--- src/rtl/sub8_serial_if.sv ---
// Operand/result bundle for the bit-serial subtractor sub8_serial.
// Handshake: a start is accepted on a rising edge when busy is low; done pulses for one cycle with results.
interface sub8_serial_if;
    logic       start;
    logic [7:0] a;
    logic [7:0] b;
    logic       borrow_in;
    logic       busy;
    logic       done;
    logic [7:0] diff;
    logic       sign;
    logic       overflow;
    logic       borrow_out;
    logic       zero;

    modport master (
        output start, a, b, borrow_in,
        input  busy, done, diff, sign, overflow, borrow_out, zero
    );

    modport slave (
        input  start, a, b, borrow_in,
        output busy, done, diff, sign, overflow, borrow_out, zero
    );
endinterface

--- src/rtl/sub8_serial.sv ---
// Bit-serial 8-bit subtractor: diff = a - b - borrow_in, LSB first over eight clocks.
// Optional macro SUB8_SATURATE_EN clamps diff on signed overflow.
module sub8_serial (
    input  logic               clk,
    input  logic               rst_n,
    sub8_serial_if.slave       s_bus,
    output logic [1:0]         o_state
);
    localparam logic [1:0] ST_IDLE  = 2'd0;
    localparam logic [1:0] ST_SHIFT = 2'd1;
    localparam logic [1:0] ST_DONE  = 2'd2;

    logic [1:0] r_state;
    logic [7:0] r_a;
    logic [7:0] r_b;
    logic       r_br;
    logic [2:0] r_cnt;
    logic [6:0] r_acc;
    logic [7:0] r_diff;
    logic       r_sign;
    logic       r_ovf;
    logic       r_bout;
    logic       r_zero;

    logic       w_abit;
    logic       w_bbit;
    logic       w_d;
    logic       w_nbr;
    logic       w_accept;
    logic       w_last;
    logic [7:0] w_raw;
    logic       w_ovf;
    logic [7:0] w_res;

    // Operands shift right so bit 0 is always the bit being processed.
    assign w_abit   = r_a[0];
    assign w_bbit   = r_b[0];
    assign w_d      = w_abit ^ w_bbit ^ r_br;
    assign w_nbr    = (~w_abit & w_bbit) | (~(w_abit ^ w_bbit) & r_br);
    assign w_accept = s_bus.start && ((r_state == ST_IDLE) || (r_state == ST_DONE));
    assign w_last   = (r_cnt == 3'd7);
    assign w_raw    = {w_d, r_acc};
    // On the last bit w_abit/w_bbit are a[7]/b[7] and w_d is diff[7].
    assign w_ovf    = (w_abit != w_bbit) && (w_d != w_abit);

`ifdef SUB8_SATURATE_EN
    assign w_res = w_ovf ? (w_abit ? 8'h80 : 8'h7F) : w_raw;
`else
    assign w_res = w_raw;
`endif

    always_ff @(posedge clk or negedge rst_n) begin
        if (!rst_n) begin
            r_state <= ST_IDLE;
            r_a     <= 8'h00;
            r_b     <= 8'h00;
            r_br    <= 1'b0;
            r_cnt   <= 3'd0;
            r_acc   <= 7'h00;
            r_diff  <= 8'h00;
            r_sign  <= 1'b0;
            r_ovf   <= 1'b0;
            r_bout  <= 1'b0;
            r_zero  <= 1'b1;
        end else begin
            case (r_state)
                ST_IDLE, ST_DONE: begin
                    if (w_accept) begin
                        r_a     <= s_bus.a;
                        r_b     <= s_bus.b;
                        r_br    <= s_bus.borrow_in;
                        r_cnt   <= 3'd0;
                        r_state <= ST_SHIFT;
                    end else begin
                        r_state <= ST_IDLE;
                    end
                end
                ST_SHIFT: begin
                    r_a   <= r_a >> 1;
                    r_b   <= r_b >> 1;
                    r_br  <= w_nbr;
                    r_acc <= w_raw[7:1];
                    r_cnt <= r_cnt + 3'd1;
                    if (w_last) begin
                        r_diff  <= w_res;
                        r_sign  <= w_res[7];
                        r_ovf   <= w_ovf;
                        r_bout  <= w_nbr;
                        r_zero  <= (w_res == 8'h00);
                        r_state <= ST_DONE;
                    end
                end
                default: r_state <= ST_IDLE;
            endcase
        end
    end

    assign s_bus.busy       = (r_state == ST_SHIFT);
    assign s_bus.done       = (r_state == ST_DONE);
    assign s_bus.diff       = r_diff;
    assign s_bus.sign       = r_sign;
    assign s_bus.overflow   = r_ovf;
    assign s_bus.borrow_out = r_bout;
    assign s_bus.zero       = r_zero;
    assign o_state          = r_state;
endmodule
--- src/flat_wrapper.sv ---
// flat-port wrapper written by rule: the top's interface ports become plain ports
module sub8_serial_flat 
  (clk, rst_n, o_state, s_bus_start, s_bus_a, s_bus_b, s_bus_borrow_in, s_bus_busy, s_bus_done, s_bus_diff, s_bus_sign, s_bus_overflow, s_bus_borrow_out, s_bus_zero);
  sub8_serial_if s_bus_i ();
  input  logic clk;
  input  logic rst_n;
  output logic [1:0] o_state;
  input wire logic [$bits(s_bus_i.start)-1:0] s_bus_start;
  input wire logic [$bits(s_bus_i.a)-1:0] s_bus_a;
  input wire logic [$bits(s_bus_i.b)-1:0] s_bus_b;
  input wire logic [$bits(s_bus_i.borrow_in)-1:0] s_bus_borrow_in;
  output wire logic [$bits(s_bus_i.busy)-1:0] s_bus_busy;
  output wire logic [$bits(s_bus_i.done)-1:0] s_bus_done;
  output wire logic [$bits(s_bus_i.diff)-1:0] s_bus_diff;
  output wire logic [$bits(s_bus_i.sign)-1:0] s_bus_sign;
  output wire logic [$bits(s_bus_i.overflow)-1:0] s_bus_overflow;
  output wire logic [$bits(s_bus_i.borrow_out)-1:0] s_bus_borrow_out;
  output wire logic [$bits(s_bus_i.zero)-1:0] s_bus_zero;
  assign s_bus_i.start = s_bus_start;
  assign s_bus_i.a = s_bus_a;
  assign s_bus_i.b = s_bus_b;
  assign s_bus_i.borrow_in = s_bus_borrow_in;
  assign s_bus_busy = s_bus_i.busy;
  assign s_bus_done = s_bus_i.done;
  assign s_bus_diff = s_bus_i.diff;
  assign s_bus_sign = s_bus_i.sign;
  assign s_bus_overflow = s_bus_i.overflow;
  assign s_bus_borrow_out = s_bus_i.borrow_out;
  assign s_bus_zero = s_bus_i.zero;
  sub8_serial u_core (.clk(clk), .rst_n(rst_n), .s_bus(s_bus_i), .o_state(o_state));
endmodule
--- config.mk ---
export PLATFORM = sky130hd
export DESIGN_NAME = sub8_serial_flat
export DESIGN_NICKNAME = d
export VERILOG_FILES = /design/src/rtl/sub8_serial_if.sv /design/src/rtl/sub8_serial.sv /design/src/flat_wrapper.sv
export SDC_FILE = /design/constraint.sdc
export NUM_CORES = 1
export LEC_CHECK = 0
export CAP_MARGIN = 20
export CORE_UTILIZATION = 42
export DETAILED_ROUTE_END_ITERATION = 8
export PLACE_DENSITY = 0.68
export SLEW_MARGIN = 5
export SYNTH_ARGS = -nofsm -noshare
export SYNTH_HDL_FRONTEND = slang
export SYNTH_SLANG_ARGS = --single-unit
export TNS_END_PERCENT = 20
--- constraint.sdc ---
create_clock -name clk -period 2 [get_ports clk]
set_input_delay 0.4 -clock clk [delete_from_list [all_inputs] [get_ports clk]]
set_output_delay 0.4 -clock clk [all_outputs]
set_load 0.005 [all_outputs]
### Yosys cells after proc, flatten, opt, wreduce, memory -nomap -nowiden

Index checks and enable logic that the tools add are counted.

* multiply operators: 0
* add/subtract/negate cells: 1
* reduce and logical (&&, ||, !) cells: 9
* bitwise logic cells: 7
* divide/modulo/power cells: 0
* multiplexer cells: 11
* $lt $le $gt $ge: 0
* eq/ne operators: 7
* shift operators: 0

Operator list (count)
* one-hot mux 8 bit (2 select lines): 2
* 2-to-1 mux 8 bit: 2
* zero test 8 bit: 1
* one-hot mux 3 bit (2 select lines): 1
* inequality test 2 x 1 -> 1 bit (second input constant): 2
* one-hot mux 2 bit (2 select lines): 1
* AND reduction 2 bit: 2
* adder 3 x 1 -> 3 bit (second input constant): 1
* == test 3 bit (second input constant): 1
* 2-to-1 mux 3 bit: 1
* bitwise AND 1 bit: 2
* == test 2 x 1 -> 1 bit (second input constant): 1
* == test 2 bit (second input constant): 1
* logical AND 1 bit: 2
* zero test 2 bit: 1
* 2-to-1 mux 1 bit: 2
* 2-to-1 mux 2 bit: 1
* inequality test 1 bit: 2
* NOT 1 bit: 2
* one-hot mux 1 bit (2 select lines): 1
* nonzero test 2 bit: 1
* OR reduction 2 bit: 1
* bitwise XOR 1 bit: 2
* logical OR 1 bit: 1
* bitwise OR 1 bit: 1

* bits of input ports: 20
* word-level logic and storage cells: 46
* memories: 0
* ROM bits: 0
* RAM bits: 0
* latch bits: 0
* register bits: 41
* output and inout bits: 16

### Longest topological paths before layout

* word-level depth: 5
* mapped depth: 6
* mapped depth without buffers: 5

### Worst setup path before layout

No wires, ideal clock.

* path type: register -> register
* from: register u_core.r_br
* to: register u_core.r_zero, in the netlist u_core.s_bus.zero
* arrival time: 1.376 ns
* library setup time: 0.079 ns
* cell stages (with the launch flop): 5
* slack: 0.546 ns
* period minus slack after synthesis: 1.454 ns
* buffers on the path: 0
* required time: 1.921 ns
* cells stage by stage: dfrtp_1 -> fa_1 -> nor4b_1 -> nand2_1 -> o21ai_0

* longest elaborated chain between the ends: 2

Ends and longest elaborated chain
* start, declared: RTL line sub8_serial.sv:16 `logic r_br;`
* start signal, assigned: RTL line sub8_serial.sv:71 `r_br <= s_bus.borrow_in;`
* start signal, assigned: RTL line sub8_serial.sv:81 `r_br <= w_nbr;`
* bitwise XOR 1 bit: RTL line sub8_serial.sv:38 `assign w_d = w_abit ^ w_bbit ^ r_br;`
* zero test 8 bit: RTL line sub8_serial.sv:89 `r_zero <= (w_res == 8'h00);`
* end signal, assigned: RTL line sub8_serial.sv:89
* end, declared: RTL line sub8_serial.sv:23 `logic r_zero;`

No other way between the ends.
A chain may end at the register's enable or synchronous reset.

### Worst setup path in the final report

* from: register u_core.r_state[0], in the netlist u_core.o_state[0]
* to: output port s_bus_done

* longest elaborated chain between the ends: 1

Ends and longest elaborated chain
* start, declared: RTL line sub8_serial.sv:13 `logic [1:0] r_state;`
* start signal, assigned: RTL line sub8_serial.sv:54 `r_state <= ST_IDLE;`
* start signal, assigned: RTL line sub8_serial.sv:73 `r_state <= ST_SHIFT;`
* start signal, assigned: RTL line sub8_serial.sv:75 `r_state <= ST_IDLE;`
* == test 2 bit: RTL line sub8_serial.sv:99 `assign s_bus.done = (r_state == ST_DONE);`
* end, declared: RTL line flat_wrapper.sv:13 `output wire logic [$bits(s_bus_i.done)-1:0] s_bus_done;`

No other way between the ends.

==> metrics.csv <==
metric,value,unit
run_status,"complete, no violations",
htree_levels,2,
yosys.area.top_type,dfrtp_1,
synth_top_cell_area_share,0.557,
combinationalPowerShare,0.426,
tns,0,ns
final_max_slew_viol_count,0,
ys_ff_latch,40,
p_int,2.25,mW
path_clk_slew,0.07,ns
ioPinCount,36,
power_leakage,1.02,nW
synthTopCellsByArea,"dfrtp_1, nand2_1, a31oi_1",
cts_buffers,5,
cts.sinks,40,
cts_tree,done,
wl_per_cell,12.5,microns
layout.nets,230,
syn2layout_area_growth,26.3,%
synthFlopType,dfrtp_1,
via_per_inst,4.98,
start_kind,register,
yosysMostFrequentCell,nand2_1,
finalClockSkew,0.00534,ns
layout-drive-gt1-share,0.121,
grt_overflow,0,
drt_wl_total,3210,microns
whs,0.162,ns
start_util,0.438,
grtUsageTotal,0.169,
seqPwrFrac,0.418,
fmax,0.536,GHz
r2r_cells,5,
syn_nets,193,
sw_frac_of_total,0.351,
worstSetupPathType,reg -> out,
setup_viol,0,
hold_path_class,in -> async,
synthTopCellsByCount,"nand2_1, dfrtp_1, a31oi_1, nor2_1",
final_util,0.554,
syn_avg_cell_area,10.4,sq um
power.density,1560,nW/um^2
clock_latency,0.29,ns
async_reset_ff_frac,1.00,
fin_crit,1.87,ns
ys_seq_area_frac,0.572,
post_cts_resized,0,
core,4000,sq um
rrSetupSlack,0.38,ns
io_buffers,35,
grt_max_degree,42,
end_kind,primary output,
required,1.60,ns
dieArea,4440,sq um
p_switching,1.21,mW
rows,23,
yosysUniqueCellTypes,25,
r2r-start,u_core.r_a[0],
syn_inst,169,
timing_hold_violations_final,0,
drt-pass1-iter-count,4,
clockBufferDepth,2,
yosys_warnings,0,
reg2reg_to,u_core.s_bus.zero,
maxCapViolCount,0,
pwr-share-clk,0.156,
netlist_area,1750,sq um
ir_drop,0.532,mV
cts-root-buf,clkbuf_8,
die_w,66.6,microns
place_hpwl,2270,microns
finalPower,3.46,mW
num_vias,1279,
rsz0062_at_grt,false,
relSlewSlack,0.587,
drt_drc_violations_left,0,
synth_edf_count,0,
ant_nets,0,
gp_congestion,0.732,
drt_iter0_drc,78,
grt_pass1_vias,1224,
worstPathArrival,1.47,ns
antenna_found_initial,0,
tightest_slew,0.619,ns
insertedDiodeCount,0,
die_y,66.6,microns
grt_pass1_wl,5510,microns
period_share,0.933,
path_max_fanout,5,
critical path, cell delays in order, from the launching register on:
cell	delay, ns
dfrtp_1	0.38
buf_4	0.16
nor2b_1	0.13
clkdlybuf4s50_1	0.51
how the worst max path moves through the flow:
stage                   endpoint         startpoint  slack [ns]  cells after the start
2_1_floorplan  u_core.s_bus.zero        u_core.r_br        0.55                      4
3_3_place_gp       u_core.r_a[0]        s_bus_start        0.37                      4
3_5_place_dp       u_core.r_a[4]        s_bus_start        0.31                      4
4_1_cts               s_bus_busy  u_core.o_state[1]        0.06                      3
5_1_grt               s_bus_done  u_core.o_state[0]        0.05                      3
6_report              s_bus_done  u_core.o_state[0]        0.13                      3
layout by cell type (no fill, tap or decap), types with 3 or more instances in the layout:
cell type        instances
ha_1                     3
mux2_4                   3
clkbuf_8                 6
buf_4                    6
mux2_2                   5
a22o_1                   4
nor2_1                  15
clkdlybuf4s50_1         34
nand2_1                 53
o21ai_0                  5
dfrtp_1                 39
a31oi_1                 15
timing repair:
action	CTS	global route
setup buffers	0	1
endpoints found under the setup margin	0	1
endpoints found under the hold margin	0	0
hold buffers	0	0
cell type report:
type / instances / area [sq um]
Clock buffer: 8 / 90.1
Inverter: 3 / 13.8
Tap cell: 50 / 62.6
Fill cell: 366 / 1790
Timing Repair Buffer: 41 / 390
Multi-Input combinational cell: 115 / 656
Sequential cell: 40 / 1000
power groups by stage:
stage          Clock [mW]  Sequential [mW]  Combinational, mW
6_report            0.540             1.45               1.47
3_3_place_gp            0             1.44               1.42
3_5_place_dp            0             1.46               1.47
4_1_cts             0.555             1.45               1.48
2_1_floorplan           0             1.43              0.980
5_1_grt             0.587             1.50               1.67
layer usage:
| metal | vias to the layer above | share of wire | GRT usage |
|---|---|---|---|
| li1 | 635 | - | - |
| met1 | 598 | 0.47 | 0.216 |
| met2 | 40 | 0.46 | 0.269 |
| met3 | 6 | 0.056 | 0.0531 |
| met4 | 0 | 0.014 | 0.0559 |
| met5 | - | 0 | 0 |
sequential cells by signal (all words and copies together) (netlist names):
register                 count
u_core.s_bus.borrow_out      1
u_core.s_bus.overflow        1
u_core.s_bus.diff            8
u_core.r_cnt                 3
u_core.r_a                   8
u_core.r_acc                 7
u_core.s_bus.zero            1
u_core.o_state               2
u_core.r_b                   8
u_core.r_br                  1
metrics by stage:
| step | setup WS [ns] | std cells | area [sq um] |
|---|---|---|---|
| after CTS | 0.0601 | 256 | 2210 |
| after floorplan | 0.546 | 169 | 1750 |
| after global placement | 0.371 | 248 | 2120 |
| final | 0.133 | 257 | 2210 |
| after detailed placement | 0.313 | 248 | 2120 |
| after global routing | 0.0504 | 257 | 2210 |
kinds of logic (layout without fill, tap and decap cells):
| kind of cell | after synthesis | in the layout | share of synthesized area |
|---|---|---|---|
| compound gates | 25 | 25 | 0.0921 |
| mux | 8 | 8 | 0.0578 |
| flops | 40 | 40 | 0.572 |
| buf+inv | 14 | 52 | 0.0542 |
| simple gates | 77 | 77 | 0.186 |
| xor+xnor | 1 | 1 | 0.00500 |
| fa+ha+maj | 4 | 4 | 0.0328 |
(Power assumes the default switching activity.)
